==> src/rtl/link_transmitter.sv <==
// Credit-based flit link transmitter: sends fixed-length packets atomically
// toward a neighbouring router input queue and tracks downstream credits.
module link_transmitter #(
  parameter int unsigned CHANNEL_WIDTH = 32,
  parameter int unsigned CREDIT_DEPTH  = 4,
  parameter int unsigned PACKET_FLITS  = 5,
  parameter int unsigned CNT_WIDTH     = 3
) (
  input  logic                     clk,
  input  logic                     reset,
  input  logic [CHANNEL_WIDTH-1:0] flit_din,
  input  logic                     flit_valid_din,
  output logic                     flit_ready_dout,
  input  logic                     credit_din,
  output logic [CHANNEL_WIDTH-1:0] channel_dout,
  output logic                     write_strobe_dout,
  output logic                     busy_dout,
  output logic                     stall_dout,
  output logic [CNT_WIDTH-1:0]     credit_count_dout,
  output logic                     credit_error_dout,
  output logic [15:0]              packets_sent_dout
);

  localparam int unsigned FCNT_W = 4;
  localparam int unsigned PKT_W  = 16;
  localparam logic [CNT_WIDTH-1:0] CREDIT_MAX = CNT_WIDTH'(CREDIT_DEPTH);
  localparam logic [FCNT_W-1:0]    LAST_IDX   = FCNT_W'(PACKET_FLITS - 1);

  typedef enum logic [1:0] {
    ST_IDLE  = 2'd0,
    ST_SEND  = 2'd1,
    ST_STALL = 2'd2
  } state_t;

  state_t                   r_state;
  state_t                   w_state_nxt;
  logic [FCNT_W-1:0]        r_flit_cnt;
  logic [FCNT_W-1:0]        w_flit_cnt_nxt;
  logic [CNT_WIDTH-1:0]     r_credit;
  logic [CNT_WIDTH-1:0]     w_credit_nxt;
  logic                     r_credit_err;
  logic                     w_credit_err_nxt;
  logic [PKT_W-1:0]         r_pkts;
  logic                     w_pkt_done;
  logic [CHANNEL_WIDTH-1:0] r_channel;
  logic                     r_strobe;
  logic                     r_busy;
  logic                     r_stall;
  logic                     w_ready;
  logic                     w_accept;

  // Ready depends on registered state only, never on same-cycle credit_din.
  always_comb begin
    w_ready  = (r_credit != '0) && (r_state != ST_STALL);
    w_accept = flit_valid_din && w_ready;
  end

  // Credit bookkeeping; a return while already full is flagged, not counted.
  always_comb begin
    w_credit_nxt     = r_credit;
    w_credit_err_nxt = r_credit_err;
    if (w_accept && !credit_din) begin
      w_credit_nxt = r_credit - CNT_WIDTH'(1);
    end else if (!w_accept && credit_din) begin
      if (r_credit == CREDIT_MAX) begin
        w_credit_err_nxt = 1'b1;
      end else begin
        w_credit_nxt = r_credit + CNT_WIDTH'(1);
      end
    end
  end

  // Packet FSM: next state, flit counter and packet completion.
  always_comb begin
    w_state_nxt    = r_state;
    w_flit_cnt_nxt = r_flit_cnt;
    w_pkt_done     = 1'b0;
    case (r_state)
      ST_IDLE: begin
        if (w_accept) begin
          if (PACKET_FLITS == 1) begin
            w_flit_cnt_nxt = '0;
            w_pkt_done     = 1'b1;
          end else begin
            w_flit_cnt_nxt = FCNT_W'(1);
            w_state_nxt    = (w_credit_nxt == '0) ? ST_STALL : ST_SEND;
          end
        end
      end
      ST_SEND: begin
        if (w_accept) begin
          if (r_flit_cnt == LAST_IDX) begin
            w_flit_cnt_nxt = '0;
            w_pkt_done     = 1'b1;
            w_state_nxt    = ST_IDLE;
          end else begin
            w_flit_cnt_nxt = r_flit_cnt + FCNT_W'(1);
            if (w_credit_nxt == '0) begin
              w_state_nxt = ST_STALL;
            end
          end
        end
      end
      ST_STALL: begin
        if (credit_din) begin
          w_state_nxt = ST_SEND;
        end
      end
      default: begin
        w_state_nxt    = ST_IDLE;
        w_flit_cnt_nxt = '0;
      end
    endcase
  end

  // State and flit counter registers.
  always_ff @(posedge clk or posedge reset) begin
    if (reset) begin
      r_state    <= ST_IDLE;
      r_flit_cnt <= '0;
    end else begin
      r_state    <= w_state_nxt;
      r_flit_cnt <= w_flit_cnt_nxt;
    end
  end

  // Credit counter, sticky overflow flag and completed-packet counter.
  always_ff @(posedge clk or posedge reset) begin
    if (reset) begin
      r_credit     <= CREDIT_MAX;
      r_credit_err <= 1'b0;
      r_pkts       <= '0;
    end else begin
      r_credit     <= w_credit_nxt;
      r_credit_err <= w_credit_err_nxt;
      if (w_pkt_done) begin
        r_pkts <= r_pkts + PKT_W'(1);
      end
    end
  end

  // Output datapath and state-decode status flags.
  always_ff @(posedge clk or posedge reset) begin
    if (reset) begin
      r_channel <= '0;
      r_strobe  <= 1'b0;
      r_busy    <= 1'b0;
      r_stall   <= 1'b0;
    end else begin
      r_channel <= w_accept ? flit_din : '0;
      r_strobe  <= w_accept;
      r_busy    <= (w_state_nxt != ST_IDLE);
      r_stall   <= (w_state_nxt == ST_STALL);
    end
  end

  assign flit_ready_dout   = w_ready;
  assign channel_dout      = r_channel;
  assign write_strobe_dout = r_strobe;
  assign busy_dout         = r_busy;
  assign stall_dout        = r_stall;
  assign credit_count_dout = r_credit;
  assign credit_error_dout = r_credit_err;
  assign packets_sent_dout = r_pkts;

endmodule

==> config.mk <==
export PLATFORM = sky130hd
export DESIGN_NAME = link_transmitter
export DESIGN_NICKNAME = d
export VERILOG_FILES = /design/src/rtl/link_transmitter.sv
export SDC_FILE = /design/constraint.sdc
export NUM_CORES = 1
export LEC_CHECK = 0
export ABC_AREA = 1
export ABC_CLOCK_PERIOD_IN_PS = 3300
export BUFFER_PORTS_ARGS = -buffer_cell sky130_fd_sc_hd__buf_2
export CAP_MARGIN = 15
export CORE_AREA = 2 2 98 100
export DETAILED_ROUTE_END_ITERATION = 7
export DIE_AREA = 0 0 100 102
export PLACE_DENSITY = 0.61
export SYNTH_ARGS = -nofsm -noshare
export SYNTH_HDL_FRONTEND = slang
export SYNTH_SLANG_ARGS = --single-unit
export TNS_END_PERCENT = 5
==> constraint.sdc <==
create_clock -name clk -period 3.3 [get_ports clk]
set_input_delay 0.66 -clock clk [delete_from_list [all_inputs] [get_ports clk]]
set_output_delay 0.66 -clock clk [all_outputs]
set_load 0.02 [all_outputs]
==> results of run 1 <==
==> path summary, 6_finish.rpt <==
check	startpoint	endpoint	slack, ns	cells past startpoint
max reg2reg	credit_count_dout[0]	packets_sent_dout[12]	1.04	11
max	credit_count_dout[0]	packets_sent_dout[12]	1.04	11
min	reset	channel_dout[23]	0.31	2
min in group clk	credit_error_dout	credit_error_dout	0.47	1
max in group asynchronous	reset	stall_dout	2.10	3
min reg2reg	credit_error_dout	credit_error_dout	0.47	1
==> per-stage QoR <==
stage / instances / power [mW]
5_1_grt: 503 / 2.75
2_1_floorplan: 288 / 1.59
3_5_place_dp: 487 / 1.85
3_3_place_gp: 487 / 1.83
4_1_cts: 503 / 2.62
6_report: 503 / 2.57
==> critical path: cells and delay by family, from the launching register on <==
family / cells / cell delay (ns)
xor gates and xnor gates: 1 / 0.13
adders and majority gates: 1 / 0.25
buffers and inverters: 2 / 0.33
DFF: 1 / 0.40
and+or+nand+nor: 7 / 1.02
==> registers in the layout, summed over array words and instances, names as in the netlist <==
name and flops:
busy_dout 1, packets_sent_dout 16, r_state 2, r_flit_cnt 4, write_strobe_dout 1, credit_count_dout 3, stall_dout 1, channel_dout 32
credit_error_dout 1
==> synth_stat cells, drive strengths merged <==
cell    number  share of area [%]
a21oi        8                1.6
xnor2        4                1.3
xor2        11                3.6
o21ai        4               0.74
ha           6                2.8
nor2        47                7.5
dfrtp       60                 56
clkbuf       3               0.42
nand2       45                7.2
o211ai       2               0.56
o21a         1               0.28
nor3         8                1.5
inv         64                9.0
buf          1               0.42
a311oi       1               0.33
o21bai       1               0.28
nor4         1               0.23
nand4        5                1.4
dfstp        1               0.98
nand3       15                3.9
==> power by group <==
group	internal, mW	leakage (nW)	switching [mW]
Sequential	0.909	0.776	0.0876
Combinational	0.270	1.13	0.553
Clock	0.449	0.114	0.303
Total	1.63	2.02	0.943
==> logic make-up after synthesis <==
group / count (synthesis) / synth area share [%]
xor gates and xnor gates: 15 / 4.89
and+or+nand+nor: 121 / 21.8
adders and majority gates: 6 / 2.79
buffers and inverters: 68 / 9.87
AOI/OAI and AO/OA: 17 / 3.82
DFF: 61 / 56.8
==> routing by layer <==
metal  track usage, %  up-vias
met2             19.6       68
li1                 -     1066
met3             4.17        9
met4             6.53        0
met1             14.2     1029
met5                0        -
==> final cells by class <==
class / count / share of cell area, %
Timing Repair Buffer: 92 / 13.3
Clock inverter: 5 / 2.37
Multi-Input combinational cell: 159 / 25.6
Clock buffer: 11 / 4.05
Inverter: 64 / 6.95
Sequential cell: 61 / 43.8
Tap cell: 111 / 3.98
==> impl_results.md, run 1 <==
- Starting Density: 29.5%
- Clock root cell: clkbuf_8
- Most frequent cells in the layout: buf_2 (91), inv_1 (60), dfrtp_1 (60)
- Post-route ant nets: 0
- Via-to-Cell Ratio: 4.32
- I/O Pins: between 90 and 100
- Crit Path Max Fanout: 38
- RSZ-0062 raised after global routing: false
- CP Class: reg -> reg
- Share of layout cells above drive strength 1: 31.6%
- Placed standard-cell area: 3270 um2
- Max frequency: 442 MHz
- Cts bufs inserted: 9
- Via count: 2,172
- Syn_nets: 330
- Min Tclk post-route: 2.26 ns
- Clk slew on worst S/H paths: 0.07 ns
- Die H: between 100 and 150 um
- Slowest-stage cell, CP: dfrtp_1
- Post-place setup slack: 1.01 ns
- Core area: 9110 um2
- Port Buf Inserts: 91
- Final-stage net count: 429
- Setup ws final: 1.04 ns
- Fillcell total: around 940
- WL met3: 421 um
- Worst rel slew slack: 66.3%
- Worst setup EP type: register
- RD Place Congestion: 0.780
- Worst hold-check path type: in -> async
- Commonest non-fill, non-tap cell in the layout: buf_2
- Final Instance Area: 3490 um2
- Die area: 10,200 um2
- Hold WS: 0.313 ns
- Pins Over Slew Limit: 0
- Clock sinks: 61
- Hpwl dp: 4.28 mm
- Total inserted antenna cells: 0
- Clock Latency Late Sink: 0.34 ns
- Worst VDD drop: 331 uV
- Leakage power: 2.02 nW
- Sequential cell area: 1530 um2
- Final period utilization: between 60% and 70%
- Max Buffers Root-to-Sink: 2
- Final setup viols: 0
- Synth Register Bits: 61
- Cells along the critical path: inv_1 > ha_1 > nand2_4 > nand3_4 > inv_4 > nand2_4 > nor2_8 > nand3_4 > nor2_4 > nand3_2 > xnor2_1
- Top layer in use: met4
- WL final: 5.75 mm
- Wire length on met1: 2.46 mm
- Post-layout util: 38.3%
- Cell variety after synth: 31
- Gate Count Post-Synth: 288
- Status: complete, no violations
- Vias in the first global route: 2,099
- Area of the mapped netlist: 2690 um2
- Hold-fix buffers, CTS: 0
- Seq/Total Area, Yosys: ~57%
- Largest net degree at the start of global routing: 41
- Crit path arrival time: 2.48 ns
- Clk_skew: 0.0112 ns
- Setup_tns: 0 ns
- Post_cts resized: 0
- CP Launch Type: register
- Area growth syn-to-layout: 29.9%
- Max Cap Violations: 0
- Multi-input gate area: 895 um2
- Final Hold Fails: 0
- Total GRT Usage: 12.1%
- Residual DRC count: 0
- Total grt overflow: 0
- Postcts setup bufs: 0
- Rows: 35
- Initial antenna violation count: 0
- CTS tree: done
- Initial DRC count: 55
- Worst path max stage delay: 0.40 ns
- Die W: roughly 100 um
- Routed len/inst: approximately 11 um
- Synth warn: 0
- Least-Margin Pin Slew: 0.506 ns
- Critical path required time: 3.52 ns
- Syn avg cell area: 9.33 um2
- Cell Pwr Density: 736 nW/um2
- WL met2: 2.75 mm
- H-tree levels: 3
- First-pass GRT wire length: 9.58 mm
- TritonRoute pass-1 iters: 6
No activity file was read; power rests on OpenSTA's default activity.
==> inputs of run 2 (changes only) <==
--- a/config.mk
+++ b/config.mk
@@ -6,7 +6,7 @@
 export NUM_CORES = 1
 export LEC_CHECK = 0
 export ABC_AREA = 1
-export ABC_CLOCK_PERIOD_IN_PS = 3300
+export ABC_CLOCK_PERIOD_IN_PS = 2300
 export BUFFER_PORTS_ARGS = -buffer_cell sky130_fd_sc_hd__buf_2
 export CAP_MARGIN = 15
 export CORE_AREA = 2 2 98 100
==> constraint.sdc (replaced) <==
create_clock -name clk -period 2.3 [get_ports clk]
set_input_delay 0.46 -clock clk [delete_from_list [all_inputs] [get_ports clk]]
set_output_delay 0.46 -clock clk [all_outputs]
set_load 0.02 [all_outputs]
==> run 2 against run 1 <==
Compared with the run above: clock power up 33%; hold slack worse by 0.16 ns; clock-buffer cell count increased by 2; cell count up 0.20%; cell area rose by 0.22%; utilization up 0.082 points; power rose by 41%; sequential cell count did not move; first-iteration DRC count rose by 49%; sequential share of layout area down 0.094 points; clock skew down 0.0011 ns.
==> impl_results.md, run 2 (synthesized netlist as in run 1, its figures left out) <==
- Leakage power: 2.03 nW (about the same)
- CP top delay family: simple AND/OR/NAND/NOR gates
- GR Util met2: 20.5% (+0.88 points)
- RD Place Congestion: 0.790 (+1.2%)
- Critical Path Most Common Cell: nand2_1
- Starting Density: 29.5% (unchanged)
- Status: complete, no violations
- Vias in the first global route: 2,213 (+5.4%)
- R2R Path Start: credit_count_dout[0]
- Most frequent cells in the layout: buf_2 (91), inv_1 (60), dfrtp_1 (60)
- Final Hold Fails: 0 (unchanged)
- Busiest grt layer: met2
- Die area: 10,200 um2 (unchanged)
- Setup ws final: 0.347 ns (-0.692 ns)
- Die W: 100 um (unchanged)
- First-pass GRT wire length: 9.84 mm (+2.7%)
- Rows: 35 (unchanged)
- Largest net degree at the start of global routing: 39 (-4.9%)
- Final Instance Area: 3500 um2 (+0.22%)
- Final std cells w/o fill: 504 (+0.20%)
- Via-to-Cell Ratio: 4.18 (-3.1%)
- Area growth syn-to-layout: 30.2%
- Clock sinks: 61 (unchanged)
- Final-stage net count: 430 (+0.23%)
- Routed len/inst: 11.4 um (-0.39%)
- WL final: 5.73 mm (-0.19%)
- Crit path arrival time: 2.22 ns (-0.26 ns)
- Slowest-stage cell, CP: dfrtp_1
- Critical path required time: 2.57 ns (-0.95 ns)
- Post-place setup slack: 0.350 ns (-0.659 ns)
- Post-route ant nets: 0 (unchanged)
- Clock root cell: clkbuf_8
- GR Layer Usage met1: 14.3% (+0.15 points)
- Postcts setup bufs: 0 (unchanged)
- Cell Pwr Density: 1040 nW/um2 (+41%)
- CTS tree: done
- Cells along the critical path: inv_1 > ha_1 > nand2_4 > nand3_4 > buf_4 > nor2_1 > a21oi_1 > o21a_1 > nand2_1 > nand2_1 > nand2_1 > nand2_1
- Die H: 102 um (unchanged)
- Clk slew on worst S/H paths: 0.07 ns (about the same)
- Setup_tns: 0 ns (unchanged)
- CP Class: reg -> reg
- Final setup viols: 0 (unchanged)
- Clk_skew: 0.0101 ns (-0.00109 ns)
- Clock Latency Late Sink: 0.33 ns (about the same)
- Cts bufs inserted: 9 (unchanged)
- Clock share of power: 27.5% (-1.7 points)
- Port Buf Inserts: 91 (unchanged)
- Pins Over Slew Limit: 0 (unchanged)
- Total grt overflow: 0 (unchanged)
- NetSw: 1.34 mW (+42%)
- Core area: 9110 um2 (unchanged)
- Worst rel slew slack: 65.7% (-0.60 points)
- Final period utilization: 84.9% (+16 points)
- Placed standard-cell area: 3290 um2 (+0.61%)
- Initial antenna violation count: 0 (unchanged)
- Min Tclk post-route: 1.95 ns (-0.308 ns)
- Placed instance count: 488 (+0.21%)
- Residual DRC count: 0 (unchanged)
- Worst VDD drop: 387 uV (+17%)
- I/O Pins: 92 (unchanged)
- RSZ-0062 raised after global routing: false
- Total inserted antenna cells: 0 (unchanged)
- Combinational Power Share: 32.9% (+0.9 points)
- Max Buffers Root-to-Sink: 2 (unchanged)
- Worst hold-check path type: in -> async
- Total GRT Usage: 12.2% (+0.095 points)
- Max frequency: 512 MHz (+16%)
- Met3 Usage GRT: 5.61% (+1.4 points)
- Share of layout cells above drive strength 1: 31.8% (+0.17 points)
- Tot Pwr: 3.63 mW (+41%)
- Max Cap Violations: 0 (unchanged)
- Crit path launch: credit_count_dout[0]
- TritonRoute pass-1 iters: 4 (-2)
- Via count: 2,108 (-2.9%)
- CP Launch Type: register
- Number of flip-flops in the largest register: 32 (unchanged)
- Internal cell power: 2.29 mW (+41%)
- Initial DRC count: 82 (+49%)
- Crit Path Max Fanout: 33 (-13%)
- Flop pwr share: 39.6% (+0.8 points)
- H-tree levels: 3 (unchanged)
- Hold-fix buffers, CTS: 0 (unchanged)
- Hpwl dp: 4.31 mm (+0.84%)
- Worst path max stage delay: 0.41 ns (about the same)
- Worst setup EP type: register
- WP buf/inv: 2 (unchanged)
- Post_cts resized: 0 (unchanged)
- Least-Margin Pin Slew: 0.514 ns (+0.00826 ns)
- Commonest non-fill, non-tap cell in the layout: buf_2
- Switching Share: 37.0% (+0.31 points)
## run 2: changes by cell type in the layout (fill, tap and decap cells not counted)
cell        delta
clkinv_4       -1
buf_12         +1
clkbuf_8       +2
clkinvlp_4     +1
inv_6          -1
bufinv_16      -1
## run 2: layout make-up
| cell class | instances | area (um2) |
|---|---|---|
| Timing Repair Buffer | 93 | 483 |
| Clock inverter | 3 | 42.5 |
| Inverter | 64 | 243 |
| Clock buffer | 13 | 169 |
| Multi-Input combinational cell | 159 | 895 |
| Fill cell | 950 | 5610 |
| Tap cell | 111 | 139 |
| Sequential cell | 61 | 1530 |
## run 2: through the flow
| stage | hold WS [ns] | utilization [%] |
|---|---|---|
| floorplan | 0.515 | - |
| global placement | 0.474 | 36.1 |
| detailed placement | 0.483 | 36.1 |
| CTS | 0.160 | 38.4 |
| global route | 0.181 | 38.4 |
| finish | 0.154 | 38.4 |
## run 2: final timing paths
check	endpoint	slack (ns)	cells after the start
min in group clk	channel_dout[2]	0.33	3
max in group asynchronous	credit_count_dout[2]	1.51	3
hold / removal	channel_dout[23]	0.15	2
setup / recovery	busy_dout	0.35	12
setup reg to reg	busy_dout	0.35	12
hold reg to reg	credit_error_dout	0.49	1
## run 2: routing by layer
metal,wire length (um),share of wire (%)
met5,0,0
met2,2750,48
met3,436,7.6
met1,2520,44
met4,31,0.54
## run 2: worst register-to-register path, delay by kind of cell, from the launching register on
| kind | cells | cell delay, ns |
|---|---|---|
| and+or+nand+nor | 7 | 0.51 |
| buffers and inverters | 2 | 0.45 |
| DFF | 1 | 0.41 |
| AOI/OAI and AO/OA | 2 | 0.32 |
| adders and majority gates | 1 | 0.22 |
## run 2: power groups by stage
stage	combinational, mW	clock [mW]	sequential [mW]
final	1.20	0.999	1.44
after global routing	1.33	1.08	1.47
after CTS	1.21	1.03	1.44
after detailed placement	1.21	0	1.46
after global placement	1.19	0	1.45
after floorplan	0.605	0	1.68
==> inputs of run 3 (changes only) <==
--- a/config.mk
+++ b/config.mk
@@ -6,13 +6,13 @@
 export NUM_CORES = 1
 export LEC_CHECK = 0
 export ABC_AREA = 1
-export ABC_CLOCK_PERIOD_IN_PS = 2300
+export ABC_CLOCK_PERIOD_IN_PS = 1700
 export BUFFER_PORTS_ARGS = -buffer_cell sky130_fd_sc_hd__buf_2
 export CAP_MARGIN = 15
 export CORE_AREA = 2 2 98 100
 export DETAILED_ROUTE_END_ITERATION = 7
 export DIE_AREA = 0 0 100 102
-export PLACE_DENSITY = 0.61
+export PLACE_DENSITY = 0.63
 export SYNTH_ARGS = -nofsm -noshare
 export SYNTH_HDL_FRONTEND = slang
 export SYNTH_SLANG_ARGS = --single-unit
==> constraint.sdc (replaced) <==
create_clock -name clk -period 1.7 [get_ports clk]
set_input_delay 0.34 -clock clk [delete_from_list [all_inputs] [get_ports clk]]
set_output_delay 0.34 -clock clk [all_outputs]
set_load 0.02 [all_outputs]
==> run 3 against run 2 <==
Compared with the run above: cell count increased by 3.6%; sequential share of layout area decreased by 1.6 points; register-to-register slack got worse by 0.33 ns; highest routed layer unchanged.
==> impl_results.md, run 3 (synthesized netlist as in run 1, its figures left out) <==
- Reg2Reg Depth: 11 (-1)
- Initial antenna violation count: 0 (unchanged)
- Final period utilization: 98.9% (+14 points)
- Pins Over Slew Limit: 0 (unchanged)
- Final std cells w/o fill: 522 (+3.6%)
- Fillcell total: 937 (-1.4%)
- R2R Path Start: credit_count_dout[1]
- Crit path arrival time: 1.91 ns (-0.31 ns)
- Largest net degree at the start of global routing: 62 (+59%)
- Cts bufs inserted: 9 (unchanged)
- Hold-fix buffers, CTS: 0 (unchanged)
- Placed instance count: 504 (+3.3%)
- Final-stage net count: 448 (+4.2%)
- Share of layout cells above drive strength 1: 36.0% (+4.2 points)
- Min Tclk post-route: 1.68 ns (-0.272 ns)
- Worst setup EP type: register
- Post-layout util: 39.9% (+1.5 points)
- Max Cap Violations: 0 (unchanged)
- Worst hold-check path type: in -> async
- Least-Margin Pin Slew: 0.356 ns (-0.158 ns)
- Critical path required time: 1.93 ns (-0.64 ns)
- Total grt overflow: 0 (unchanged)
- Final Hold Fails: 0 (unchanged)
- Max frequency: 595 MHz (+16%)
- Die W: 100 um (unchanged)
- CP top delay family: simple AND/OR/NAND/NOR gates
- WL final: 5.99 mm (+4.5%)
- Clk slew on worst S/H paths: 0.07 ns (about the same)
- Cell Pwr Density: 1370 nW/um2 (+32%)
- Post-route ant nets: 0 (unchanged)
- RD Place Congestion: 0.778 (-1.5%)
- Clock root cell: clkbuf_8
- Worst rel slew slack: 76.3% (+11 points)
- Total GRT Usage: 12.6% (+0.43 points)
- CP Launch Type: register
- Clock Latency Late Sink: 0.34 ns (about the same)
- Commonest non-fill, non-tap cell in the layout: buf_2
- Initial DRC count: 77 (-6.1%)
- Rows: 35 (unchanged)
- Max Buffers Root-to-Sink: 2 (unchanged)
- CP Depth: 11 (-1)
- Clk_skew: 0.0120 ns (+0.00197 ns)
- CP Class: reg -> reg
- Crit Path Max Fanout: 6 (-82%)
- Via-to-Cell Ratio: 4.23 (+1.2%)
- Total inserted antenna cells: 0 (unchanged)
- Via count: 2,210 (+4.8%)
- Worst path max stage delay: 0.37 ns (-0.04 ns)
- Number of flip-flops in the largest register: 32 (unchanged)
- Residual DRC count: 0 (unchanged)
- TritonRoute pass-1 iters: 5 (+1)
- Starting Density: 29.5% (unchanged)
- Slowest-stage cell, CP: dfrtp_1
- RSZ-0062 raised after global routing: true
- Vias in the first global route: 2,241 (+1.3%)
- Internal reg-to-reg setup slack: 0.02 ns (-0.33 ns)
- Leakage power: 2.09 nW (+3.3%)
- Setup ws final: 0.0187 ns (-0.328 ns)
- Post-place setup slack: -0.0362 ns (-0.386 ns)
- Cells along the critical path: inv_2 > ha_4 > nand2_4 > nand3_4 > inv_6 > nand2_4 > nor2_8 > nand3_4 > nor2_4 > nand3_2 > xnor2_1
- Die area: 10,200 um2 (unchanged)
- CTS tree: done
- Port Buf Inserts: 91 (unchanged)
- H-tree levels: 3 (unchanged)
- First-pass GRT wire length: 10.0 mm (+1.9%)
- Status: complete, no violations
- WP buf/inv: 2 (unchanged)
- Core area: 9110 um2 (unchanged)
- Die H: 102 um (unchanged)
- Routed len/inst: 11.5 um (+0.88%)
- Most frequent cells in the layout: buf_2 (91), dfrtp_1 (60), inv_1 (58)
- I/O Pins: 92 (unchanged)
- R2R Path End: packets_sent_dout[12]
- Area growth syn-to-layout: 35.2%
- Hpwl dp: 4.41 mm (+2.3%)
- Worst VDD drop: 548 uV (+42%)
- Final setup viols: 0 (unchanged)
- Clock sinks: 61 (unchanged)
-- run 3: cell types whose count changed in the layout (fill, tap and decap cells not counted), moves of 2 or more --
cell	delta
ha_1	-2
inv_1	-2
buf_4	+18
clkbuf_1	+2
o21ai_0	-2
o21ai_1	+2
-- run 3: final cells by class --
type / instances / area [um2] / share of cell area (%)
well taps: 111 / 139 / 3.82
clock buffers: 14 / 163 / 4.48
multi-input cells: 159 / 928 / 25.5
clock inverters: 2 / 10.0 / 0.275
repair buffers: 111 / 618 / 17.0
flip-flops and latches: 61 / 1530 / 42.0
inverters: 64 / 249 / 6.85
-- run 3: metal layers --
| layer | vias up | GRT usage [%] | wire (um) |
|---|---|---|---|
| met5 | - | 0 | 0 |
| met2 | 69 | 20.2 | 2830 |
| li1 | 1107 | - | - |
| met1 | 1023 | 14.7 | 2570 |
| met4 | 0 | 5.69 | 98 |
| met3 | 11 | 5.68 | 488 |
-- run 3: worst register-to-register path, delay by kind of cell (launching register included) --
family | cells | cell delay, ns
flops | 1 | 0.37
xor+xnor | 1 | 0.13
simple gates | 7 | 0.74
buf+inv | 2 | 0.18
fa+ha+maj | 1 | 0.16
-- run 3: worst max path at each step --
stage                                    start                    end  slack (ns)
after floorplan           credit_count_dout[0]  packets_sent_dout[12]       -0.11
after global placement    credit_count_dout[0]              busy_dout       -0.02
after detailed placement  credit_count_dout[1]          r_flit_cnt[2]       -0.04
after CTS                 credit_count_dout[1]  packets_sent_dout[12]       0.003
after global routing      credit_count_dout[1]              busy_dout       -0.11
final                     credit_count_dout[1]  packets_sent_dout[12]        0.02
-- run 3: stage by stage --
stage | hold WS [ns] | total power [mW] | TNS (ns) | instance area [um2]
floorplan | 0.446 | 3.09 | -0.638 | 2690
global placement | 0.453 | 3.73 | -0.0214 | 3410
detailed placement | 0.455 | 3.77 | -0.108 | 3410
CTS | 0.0788 | 4.96 | 0 | 3590
global route | 0.0872 | 5.35 | -0.625 | 3630
finish | 0.0615 | 4.97 | 0 | 3630
-- run 3: what timing repair did --
| action | in CTS | in global routing |
|---|---|---|
| gates resized for setup | 2 | 10 |
| endpoints found under the setup margin | 6 | 18 |
| buffers inserted | 0 | 2 |
| cloned | 0 | 0 |
| pin swaps | 2 | 3 |
-- run 3: power breakdown --
part           internal, mW  switching [mW]
Clock                 0.606           0.531
Combinational         0.731            1.19
Sequential             1.76           0.146
Total                  3.10            1.87
